### config.mk
export PLATFORM = sky130hd
export DESIGN_NAME = turn_signal_sequencer
export DESIGN_NICKNAME = d
export VERILOG_FILES = /design/src/rtl/turn_signal_sequencer.sv
export SDC_FILE = /design/constraint.sdc
export NUM_CORES = 1
export LEC_CHECK = 0
export CORE_UTILIZATION = 51
export DETAILED_ROUTE_END_ITERATION = 12
export PLACE_DENSITY = 0.82
export SYNTH_ARGS = -nofsm -noshare
export SYNTH_HDL_FRONTEND = slang
export SYNTH_SLANG_ARGS = --single-unit
### constraint.sdc
create_clock -name CLOCK_50 -period 1.91 [get_ports CLOCK_50]
set_input_delay 0.4775 -clock CLOCK_50 [delete_from_list [all_inputs] [get_ports CLOCK_50]]
set_output_delay 0.4775 -clock CLOCK_50 [all_outputs]
set_load 0.02 [all_outputs]
### src/rtl/turn_signal_sequencer.sv
// Left/right/hazard turn-signal controller: three-lamp chase per side, one
// step per divided tick, mode taken from synchronized slide switches.
module turn_signal_sequencer #(
  parameter int TICK_COUNT = 12500000,
  parameter int CNT_W      = 24
) (
  input  logic       CLOCK_50,
  input  logic       RESET,
  input  logic [2:0] SW,
  output logic [2:0] LEDR,
  output logic [2:0] LEDG,
  output logic [3:0] state_dbg
);

  typedef enum logic [3:0] {
    IDLE = 4'd0,
    L1   = 4'd1,
    L2   = 4'd2,
    L3   = 4'd3,
    L0   = 4'd4,
    R1   = 4'd5,
    R2   = 4'd6,
    R3   = 4'd7,
    R0   = 4'd8,
    HON  = 4'd9,
    HOFF = 4'd10
  } state_t;

  typedef enum logic [1:0] {
    REQ_NONE  = 2'd0,
    REQ_LEFT  = 2'd1,
    REQ_RIGHT = 2'd2,
    REQ_HAZ   = 2'd3
  } req_t;

  logic [CNT_W-1:0] cnt;
  logic             tick;
  logic [2:0]       sw_meta;
  logic [2:0]       sw_s;
  req_t             req;
  state_t           state;
  state_t           next_state;

  // Free-running divider; mode changes never disturb its phase.
  assign tick = (cnt == CNT_W'(TICK_COUNT - 1));

  always_ff @(posedge CLOCK_50 or posedge RESET) begin
    if (RESET) begin
      cnt <= '0;
    end else if (tick) begin
      cnt <= '0;
    end else begin
      cnt <= cnt + CNT_W'(1);
    end
  end

  always_ff @(posedge CLOCK_50 or posedge RESET) begin
    if (RESET) begin
      sw_meta <= 3'b000;
      sw_s    <= 3'b000;
    end else begin
      sw_meta <= SW;
      sw_s    <= sw_meta;
    end
  end

  // Both turn switches at once is treated as a hazard request.
  always_comb begin
    req = REQ_NONE;
    if (sw_s[2] || (sw_s[1] && sw_s[0])) begin
      req = REQ_HAZ;
    end else if (sw_s[1]) begin
      req = REQ_LEFT;
    end else if (sw_s[0]) begin
      req = REQ_RIGHT;
    end
  end

  always_comb begin
    next_state = IDLE;
    case (req)
      REQ_LEFT: begin
        case (state)
          L1:      next_state = L2;
          L2:      next_state = L3;
          L3:      next_state = L0;
          default: next_state = L1;
        endcase
      end
      REQ_RIGHT: begin
        case (state)
          R1:      next_state = R2;
          R2:      next_state = R3;
          R3:      next_state = R0;
          default: next_state = R1;
        endcase
      end
      REQ_HAZ: begin
        next_state = (state == HON) ? HOFF : HON;
      end
      default: next_state = IDLE;
    endcase
  end

  function automatic logic [5:0] lamps(input state_t s);
    logic [5:0] l;
    l = 6'b000_000;
    case (s)
      L1:      l = 6'b001_000;
      L2:      l = 6'b011_000;
      L3:      l = 6'b111_000;
      R1:      l = 6'b000_001;
      R2:      l = 6'b000_011;
      R3:      l = 6'b000_111;
      HON:     l = 6'b111_111;
      default: l = 6'b000_000;
    endcase
    return l;
  endfunction

  // Lamps are registered from the next state so they always match the state register.
  always_ff @(posedge CLOCK_50 or posedge RESET) begin
    if (RESET) begin
      state <= IDLE;
      LEDR  <= 3'b000;
      LEDG  <= 3'b000;
    end else if (tick) begin
      state        <= next_state;
      {LEDR, LEDG} <= lamps(next_state);
    end
  end

  assign state_dbg = state;

endmodule

==> results.toml <==
[yosys]
ys_types = 42
synth_edf_count = 0
syn_inst = 194
synth_top_area_cell = "dfrtp_1"
synth_top_area_share_pct = 52.08
yosys.area_share.simple_pct = 24.41
yosysWarnings = 0
synthFlopType = "dfrtp_1"
async_reset_ff_share_pct = 100.0
syn_area_mm2 = 0.001922
synth_top_family_by_area = "simple AND/OR/NAND/NOR gates"
syn_area_per_cell_um2 = 9.906
synth_common_cells = "40 x dfrtp_1, 23 x nand2_1, 21 x nor2_1"
synthMuxAreaShare_pct = 1.042
synth-adder-area-share_pct = 0.6510
ys_ff_latch = 40
synth_fp_nets = 200
synth-xor-area-share_pct = 8.659
seq_area_frac_synth_pct = 52.08
synth_compound_area_share_pct = 9.440
synth_area_leaders = "dfrtp_1 52%, xnor2_1 6.4%, nand2_1 4.5%"
yosysMostFrequentCell = "dfrtp_1"

[sta]
min_period_over_period_pct = 93.95
final-setup-viol-count = 0
max_freq_mhz = 557.3
max_slew_margin_pct = 71.47
hold_slack_ns = 0.3491
layout_min_cycle_time_ns = 1.794
tightest_slew_ns = 0.4171
drv_slew = 0
skew_ns = 0.005553
hold_viol_final = 0

[route]
wl_mm = 3.443
drt-pass1-iter-count = 4
avgViaCountPerCell = 5.527
route.detailed.drc = 0
vias = 1426
first_iter_violations = 65
antenna_left = 0
wl_per_cell_um = 13.34

[power]
power_leakage_nw = 0.9941
ir_drop_v = 0.0005489
cellPowerDensity_mw_per_mm2 = 619.6

[global_route]
antenna_found_initial = 0
grt_max_degree = 41
grt_pass1_vias = 1331
grt_pass1_wl_mm = 6.251
grt-ovfl-total = 0
gr-usage-all-layers_pct = 20.61

[layout]
multiInputGateArea_um2 = 879.6
seq_area_mm2 = 0.001002
antennaDiodeCount = 0
syn2layout_area_growth_pct = 16.86
nFillCells = 293
final_util_pct = 64.75
drive_above_1_share_pct = 13.21
nets = 220

[run]
maxCapViolCount = 0

[die]
core-area_mm2 = 0.003468
pin_count = 15
fp.dieH_um = 63.39
start_util_pct = 55.41
die_area_mm2 = 0.004018
row_count = 21
die_w_um = 63.39

[cts]
cts_tree = "yes"
cts_hold_buf = 0
cts_max_path_buffers = 2
cts_buffers = 5
htree_levels = 2
clk_latency_ns = 0.29
clkTransAtPathRegs_ns = 0.07
numClockSinks = 40
cts_root_buffer = "clkbuf_8"

[placement]
globalplace.congestion = 0.8368
port_buffers = 14
dp_hpwl_mm = 2.397

[status]
outcome = "finished clean"

[critical_path]
crit_fanout = 5
arrival_ns = 1.96
required_ns = 2.08
endpoint_kind = "flip-flop"
cp-start-kind = "flip-flop"
critPathKind = "reg2reg"

[worst_hold_path]
min_path_type = "reg2reg"
==> sequential cells by signal, summed over array words and instances (netlist names) <==
| signal | count |
|---|---|
| cnt | 24 |
| state_dbg | 4 |
| LEDG | 3 |
| LEDR | 3 |
| sw_meta | 3 |
| sw_s | 3 |
==> power breakdown <==
| group | switching (mW) | internal (mW) |
|---|---|---|
| combinational | 0.0287 | 0.0197 |
| clock | 0.247 | 0.235 |
| sequential | 0.00765 | 0.854 |
| total | 0.283 | 1.11 |
==> metrics by stage <==
stage / instance area, µm² / setup slack (ns) / power, mW / cells / TNS (ns)
CTS: 2207 / 0.002819 / 1.408 / 258 / 0
finish: 2246 / 0.1156 / 1.391 / 258 / 0
detailed placement: 2140 / 0.07583 / 0.9256 / 253 / 0
floorplan: 1922 / 0.1006 / 0.9046 / 194 / 0
global route: 2246 / -0.008195 / 1.460 / 258 / -0.008195
global placement: 2140 / 0.1303 / 0.9247 / 253 / 0
==> layout by cell type (no fill, tap or decap), drive strengths merged, types with 4 or more instances in the layout <==
cell type      instances
xor2                   5
buf                    8
nand2                 23
xnor2                 14
a21oi                  6
nand4                  5
nor3                   6
clkdlybuf4s50         10
inv                    5
or3                    5
nor3b                  4
clkbuf                 5
dfrtp                 40
o31ai                  4
nand3                 10
nor2                  22
o21ai                  8
==> final timing paths <==
kind                       startpoint    endpoint  slack (ns)  cells past startpoint
max                            cnt[0]     cnt[18]        0.12                      6
min                        sw_meta[2]     sw_s[2]        0.35                      0
max reg2reg                    cnt[0]     cnt[18]        0.12                      6
min reg2reg                sw_meta[2]     sw_s[2]        0.35                      0
max in group asynchronous       RESET      cnt[7]        1.17                      3
min in group asynchronous       RESET  sw_meta[2]        0.54                      3
==> critical path, stage by stage (launching register included) <==
cell and delay [ns]:
dfrtp_1 0.39, ha_2 0.21, nand4_1 0.13, or3_4 0.45, or2_4 0.25, o211ai_1 0.16, o31ai_1 0.09
==> layer usage <==
layer  up-vias  GRT usage, %  wire length, µm
li1        703             -                -
met1       683         29.86             1683
met2        31         27.93             1547
met3         9         3.986              114
met4         0         13.35               97
met5         -             0                0
==> kinds of logic after synthesis <==
kind of cell / Yosys count
adder cells (fa/ha/maj): 1
AO/OA/AOI/OAI: 29
AND/OR/NAND/NOR: 89
buffers and inverters: 14
multiplexers: 2
XOR/XNOR: 19
flip-flops: 40
==> repair_timing <==
action / in CTS / in global routing
setup endpoints to repair: 1 / 9
cloned: 0 / 0
setup buffers: 0 / 0
resized for setup: 1 / 10
pin swaps: 0 / 0
==> area by class of cell <==
class | instances | area share [%]
multi-input combinational | 140 | 39.16
inverter | 5 | 0.8357
sequential | 40 | 44.62
timing repair buffer | 22 | 9.749
tap | 46 | 2.563
clock buffer | 5 | 3.064
(Power assumes the default switching activity.)
